--- src/rtl/pipe_collision_detector.sv ---
// Pipe/fighter overlap detector: accumulates per-frame contact statistics
// and publishes frame-stable results at each vertical-sync falling edge.

module pipe_contact_track #(
    parameter logic [9:0] PIPE_X      = 10'd320,
    parameter logic [9:0] PIPE_Y      = 10'd432,
    parameter logic [9:0] PIPE_HALF_H = 10'd47,
    parameter logic [9:0] TOP_BAND    = 10'd4,
    parameter int         COUNT_W     = 12
) (
    input  logic               Clk,
    input  logic               Reset,
    input  logic               fb,
    input  logic               overlap,
    input  logic [9:0]         pix_x,
    input  logic [9:0]         pix_y,
    output logic               done,
    output logic               hit,
    output logic [1:0]         side,
    output logic [COUNT_W-1:0] cnt
);

    localparam logic [0:0] WAIT_SYNC = 1'b0;
    localparam logic [0:0] ACCUM     = 1'b1;

    localparam logic [1:0] SIDE_NONE  = 2'b00;
    localparam logic [1:0] SIDE_TOP   = 2'b01;
    localparam logic [1:0] SIDE_LEFT  = 2'b10;
    localparam logic [1:0] SIDE_RIGHT = 2'b11;

    localparam logic [COUNT_W-1:0] CNT_MAX = '1;
    localparam logic [9:0] TOP_LIMIT = PIPE_Y - PIPE_HALF_H + TOP_BAND;

    logic [0:0]         state_q, state_d;
    logic [COUNT_W-1:0] acc_q, acc_d;
    logic               first_q, first_d;
    logic [1:0]         cap_q, cap_d;
    logic               hit_q, hit_d;
    logic [1:0]         side_q, side_d;
    logic [COUNT_W-1:0] cnt_q, cnt_d;
    logic               done_q, done_d;

    logic [1:0]         pix_side;
    logic [COUNT_W-1:0] acc_nx;
    logic [1:0]         cap_nx;
    logic               first_nx;

    always_comb begin
        if (pix_y <= TOP_LIMIT) begin
            pix_side = SIDE_TOP;
        end else if (pix_x < PIPE_X) begin
            pix_side = SIDE_LEFT;
        end else begin
            pix_side = SIDE_RIGHT;
        end
    end

    // Next accumulator view including this cycle's pixel, so an overlap
    // on the sync edge itself still lands in the published frame.
    always_comb begin
        acc_nx   = acc_q;
        cap_nx   = cap_q;
        first_nx = first_q;
        if (overlap) begin
            if (acc_q != CNT_MAX) begin
                acc_nx = acc_q + COUNT_W'(1);
            end
            if (!first_q) begin
                cap_nx   = pix_side;
                first_nx = 1'b1;
            end
        end
    end

    always_comb begin
        state_d = state_q;
        acc_d   = acc_nx;
        first_d = first_nx;
        cap_d   = cap_nx;
        hit_d   = hit_q;
        side_d  = side_q;
        cnt_d   = cnt_q;
        done_d  = 1'b0;
        if (fb) begin
            acc_d   = '0;
            first_d = 1'b0;
            cap_d   = SIDE_NONE;
            case (state_q)
                WAIT_SYNC: begin
                    state_d = ACCUM;
                end
                ACCUM: begin
                    cnt_d  = acc_nx;
                    hit_d  = (acc_nx != '0);
                    side_d = (acc_nx != '0) ? cap_nx : SIDE_NONE;
                    done_d = 1'b1;
                end
                default: begin
                    state_d = WAIT_SYNC;
                end
            endcase
        end
    end

    always_ff @(posedge Clk or negedge Reset) begin
        if (!Reset) begin
            state_q <= WAIT_SYNC;
            acc_q   <= '0;
            first_q <= 1'b0;
            cap_q   <= SIDE_NONE;
            hit_q   <= 1'b0;
            side_q  <= SIDE_NONE;
            cnt_q   <= '0;
            done_q  <= 1'b0;
        end else begin
            state_q <= state_d;
            acc_q   <= acc_d;
            first_q <= first_d;
            cap_q   <= cap_d;
            hit_q   <= hit_d;
            side_q  <= side_d;
            cnt_q   <= cnt_d;
            done_q  <= done_d;
        end
    end

    assign done = done_q;
    assign hit  = hit_q;
    assign side = side_q;
    assign cnt  = cnt_q;

endmodule

module pipe_collision_detector #(
    parameter logic [9:0] PIPE_X      = 10'd320,
    parameter logic [9:0] PIPE_Y      = 10'd432,
    parameter logic [9:0] PIPE_HALF_H = 10'd47,
    parameter logic [9:0] TOP_BAND    = 10'd4,
    parameter int         COUNT_W     = 12
) (
    input  logic               Clk,
    input  logic               Reset,
    input  logic [9:0]         DrawX,
    input  logic [9:0]         DrawY,
    input  logic               VGA_VS,
    input  logic               is_pipe,
    input  logic               is_fighter0,
    input  logic               is_fighter1,
    output logic               frame_done,
    output logic               hit0,
    output logic               hit1,
    output logic [1:0]         side0,
    output logic [1:0]         side1,
    output logic [COUNT_W-1:0] ovl_cnt0,
    output logic [COUNT_W-1:0] ovl_cnt1
);

    logic vs_prev_q, vs_prev_d;
    logic fb;
    logic visible;
    logic ovl0, ovl1;
    logic done0, done1;

    always_comb begin
        vs_prev_d = VGA_VS;
        fb        = vs_prev_q & ~VGA_VS;
        visible   = (DrawX < 10'd640) & (DrawY < 10'd480);
        ovl0      = is_pipe & is_fighter0 & visible;
        ovl1      = is_pipe & is_fighter1 & visible;
    end

    always_ff @(posedge Clk or negedge Reset) begin
        if (!Reset) begin
            vs_prev_q <= 1'b1;
        end else begin
            vs_prev_q <= vs_prev_d;
        end
    end

    pipe_contact_track #(
        .PIPE_X(PIPE_X), .PIPE_Y(PIPE_Y), .PIPE_HALF_H(PIPE_HALF_H),
        .TOP_BAND(TOP_BAND), .COUNT_W(COUNT_W)
    ) u_trk0 (
        .Clk(Clk), .Reset(Reset), .fb(fb), .overlap(ovl0),
        .pix_x(DrawX), .pix_y(DrawY), .done(done0),
        .hit(hit0), .side(side0), .cnt(ovl_cnt0)
    );

    pipe_contact_track #(
        .PIPE_X(PIPE_X), .PIPE_Y(PIPE_Y), .PIPE_HALF_H(PIPE_HALF_H),
        .TOP_BAND(TOP_BAND), .COUNT_W(COUNT_W)
    ) u_trk1 (
        .Clk(Clk), .Reset(Reset), .fb(fb), .overlap(ovl1),
        .pix_x(DrawX), .pix_y(DrawY), .done(done1),
        .hit(hit1), .side(side1), .cnt(ovl_cnt1)
    );

    // Both trackers share the sync edge, so their publish pulses coincide.
    assign frame_done = done0 | done1;

endmodule

--- config.mk ---
export PLATFORM = sky130hd
export DESIGN_NAME = pipe_collision_detector
export DESIGN_NICKNAME = d
export VERILOG_FILES = /design/src/rtl/pipe_collision_detector.sv
export SDC_FILE = /design/constraint.sdc
export NUM_CORES = 1
export LEC_CHECK = 0
export BUFFER_PORTS_ARGS = -buffer_cell sky130_fd_sc_hd__buf_2
export CAP_MARGIN = 20
export CORE_MARGIN = 2
export CORE_UTILIZATION = 51
export CTS_BUF_LIST = sky130_fd_sc_hd__clkbuf_2
export CTS_CLUSTER_SIZE = 40
export DETAILED_ROUTE_END_ITERATION = 8
export PLACE_DENSITY = 0.73
export SLEW_MARGIN = 30
export SYNTH_ARGS = -nofsm -noshare
export SYNTH_HDL_FRONTEND = slang
export SYNTH_HIERARCHICAL = 1
export SYNTH_SLANG_ARGS = --single-unit
--- constraint.sdc ---
create_clock -name Clk -period 2.8 [get_ports Clk]
set_clock_uncertainty 0.1 [all_clocks]
set_input_delay 0.28 -clock Clk [delete_from_list [all_inputs] [get_ports Clk]]
set_output_delay 0.28 -clock Clk [all_outputs]
set_load 0.02 [all_outputs]
==> impl_metrics.py <==
metrics = {
    "synthesis": {
        "synthAdderAreaFrac": 0.00733,
        "synth-xor-area-share": 0.0359,
        "synth_top_family_by_area": "simple AND/OR/NAND/NOR gates",
        "synth-simple-area-share": 0.237,
        "synthArstFlopShare": 1.00,
        "yosysMostFrequentCell": "dfrtp_1",
        "muxShareOfSynthArea": 0.0366,
        "synth_cells": 343,
        "synth_top_cell_area_share": 0.469,
        "synth_nets": 371,
        "synth-compound-area-share": 0.157,
        "synth-main-ff-cell": "dfrtp_1",
        "ys_top_cells_by_area": "dfrtp_1 (47%), nand2_1 (5.1%), o21ai_0 (4.7%)",
        "syn_area_mm2": 0.00341,
        "yosys.cell_types.count": 51,
        "avgSynthCellArea_um2": 9.95,
        "synth-seq-cells": 65,
        "yosys-top-cells-count": "dfrtp_1 (64), nand2_1 (46), nor2_1 (42)",
        "synth-warning-count": 6,
        "synth_seq_area_share": 0.477,
        "synth_edf_count": 0,
        "synth_top_area_cell": "dfrtp_1",
    },
    "place": {
        "dp_cells": 457,
        "dpl_cell_area_mm2": 0.00366,
        "gp_congestion": 0.916,
        "place_hpwl_um": 5020,
        "io_buffers": 49,
    },
    "sta": {
        "tightestPinTransition_ns": 0.537,
        "rsz0062_at_grt": "no",
        "max_slew_margin": 0.642,
        "maxSlewViolCount": 0,
        "setup-tns-final_ns": 0,
        "setup_viol": 0,
        "hold_viol": 0,
        "fin_crit_sh": 0.822,
        "min_period_ns": 2.30,
        "clock.fmax_ghz": 0.434,
    },
    "cells_and_area": {
        "fill_cells": 584,
        "utilization": 0.593,
        "drive_above_1_share": 0.271,
        "fin_cells": 475,
        "nets": 421,
        "final_area_mm2": 0.00381,
        "syn2layout_area_growth_pct": 11.6,
        "insertedDiodeCount": 0,
    },
    "power": {
        "internal-power_w": 0.00136,
        "p_sw_w": 0.000466,
        "powerDensity_mw_per_mm2": 478,
        "ir_drop_mv": 0.300,
        "p_leak_nw": 1.86,
        "total_power_w": 0.00182,
        "p_seq_frac": 0.547,
        "combPwrFrac": 0.113,
        "pwr-share-clk": 0.340,
        "swShare": 0.256,
    },
    "clock_tree": {
        "clk_path_buf_depth": 2,
        "clock-sinks": 65,
        "cts_resized": 0,
        "cts_tree": "built",
        "clk_pin_slew_ns": 0.18,
        "cts_max_level": 3,
        "cts_root_buf": "clkbuf_2",
        "numCtsBuffers": 9,
        "clk_latency_ns": 0.47,
    },
    "min_path": {
        "hold_depth": 4,
        "hold_start": "DrawY[9]",
        "holdPathEnd": "u_trk1/cap_q[0]",
        "hold_path_class": "in2reg",
    },
    "detailed_routing": {
        "vias_per_cell": 5.59,
        "via_count": 2653,
        "drc": 3,
        "first_iter_violations": 104,
        "postRouteAntennaNets": 0,
        "avgRoutedWirePerCell_um": 14.4,
        "drt_pass1_iterations": 6,
        "wl_um": 6850,
    },
    "job": {
        "maxCapViolCount": 0,
    },
    "critical_path": {
        "crit_path_end_kind": "flip-flop",
        "worstRegToRegCells": 7,
        "path_max_fanout": 28,
        "r2r_start": "vs_prev_q",
        "cp-start-kind": "flip-flop",
        "r2r_end": "u_trk1/hit",
        "arrival_ns": 2.57,
        "cp.required_ns": 3.07,
        "criticalPathCategory": "reg2reg",
        "r2r_setup_slack_ns": 0.50,
    },
    "status": {
        "violations": "design-rule violations",
        "status": "complete, but fails checks",
    },
    "global_route": {
        "grt.overflow.total": 0,
        "grt_pass1_vias": 2558,
        "grt_util_all_layers": 0.204,
        "grt_pass1_wl_um": 11800,
        "grt_max_degree": 29,
        "antenna_found_initial": 0,
    },
    "die": {
        "coreArea_mm2": 0.00642,
        "start_util": 0.532,
        "die_area_mm2": 0.00737,
        "die_y_um": 85.8,
        "ios": 57,
        "rows": 29,
        "die_x_um": 85.8,
    },
}
[flip-flops by register name, indices dropped and copies added (netlist names)]
| name | count |
|---|---|
| u_trk0/cap_q | 2 |
| u_trk0/done | 1 |
| u_trk0/first_q | 1 |
| u_trk0/side | 2 |
| u_trk0/acc_q | 12 |
| u_trk1/acc_q | 12 |
| u_trk0/hit | 1 |
| vs_prev_q | 1 |
| u_trk1/cap_q | 2 |
| u_trk1/hit | 1 |
| u_trk1/first_q | 1 |
| u_trk1/state_q | 1 |
| u_trk0/cnt | 12 |
| u_trk0/state_q | 1 |
| u_trk1/side | 2 |
| u_trk1/done | 1 |
| u_trk1/cnt | 12 |
[cell type report]
cell class              instances  area, um2  area share
well taps                      77       96.3      0.0253
flip-flops and latches         65       1630       0.427
inverters                       4       15.0     0.00394
multi-input cells             254       1620       0.425
clock buffers                  12       60.1      0.0158
repair buffers                 59        325      0.0854
clock inverters                 4       67.6      0.0177
[cells by family after synthesis]
logic type | Yosys count
simple gates | 154
mux | 12
xor+xnor | 14
compound gates | 72
buf+inv | 24
flops | 65
fa+ha+maj | 2
[critical path: stages, from the launching register on]
cell and delay, ns:
dfstp_2 0.54, nor2b_2 0.41, nand2_1 0.16, buf_4 0.25
nor2_1 0.11, mux2i_1 0.10, nor4b_2 0.39, a2bb2oi_1 0.13
[cell usage in the layout, fill, tap and decap left out, drive strengths merged, types with 4 or more instances in the layout]
cell type  instances
a21oi             10
a31oi              4
and2               4
and3               8
and4               4
buf               57
clkbuf            12
dfrtp             64
inv                4
mux2               4
mux2i              8
nand2             46
nand2b             4
nand3              8
nand4              8
nor2              42
nor3              12
o211ai             4
o21ai             32
or2                5
xnor2              8
xor2               6
[routing by layer]
| layer | routed length [um] | part of all wire | track usage |
|---|---|---|---|
| met5 | 0 | 0 | 0 |
| met4 | 119 | 0.017 | 0.0707 |
| met3 | 286 | 0.042 | 0.0587 |
| met2 | 3490 | 0.51 | 0.343 |
| met1 | 2950 | 0.43 | 0.251 |
[what timing repair did]
item / in CTS / in global routing
setup buffers: 0 / 0
endpoints found under the hold margin: 23 / 0
hold buffers: 2 / 0
[power by group through the flow]
stage                logic, W  clock network [W]  registers, W
finish               0.000207           0.000620      0.000997
global route         0.000232           0.000685       0.00100
CTS                  0.000210           0.000641      0.000998
detailed placement   0.000207                  0       0.00101
global placement     0.000202                  0       0.00101
floorplan           0.0000984                  0       0.00104
[stage by stage]
step                      hold WS, ns  setup slack (ns)
after global routing           0.0605             0.323
after detailed placement        0.201             0.249
after CTS                      0.0380             0.480
after floorplan                -0.116             0.269
after global placement          0.184             0.303
final                          0.0822             0.498
[worst max-delay path by stage]
stage,from,end,slack (ns),cells after the start
2_1_floorplan,DrawY[5],u_trk0/side[0],0.27,8
3_3_place_gp,DrawY[5],u_trk0/hit,0.30,9
3_5_place_dp,DrawY[5],u_trk1/hit,0.25,9
4_1_cts,vs_prev_q,u_trk1/hit,0.48,7
5_1_grt,vs_prev_q,u_trk1/hit,0.32,7
6_report,vs_prev_q,u_trk1/hit,0.50,7
(Power assumes the default switching activity.)
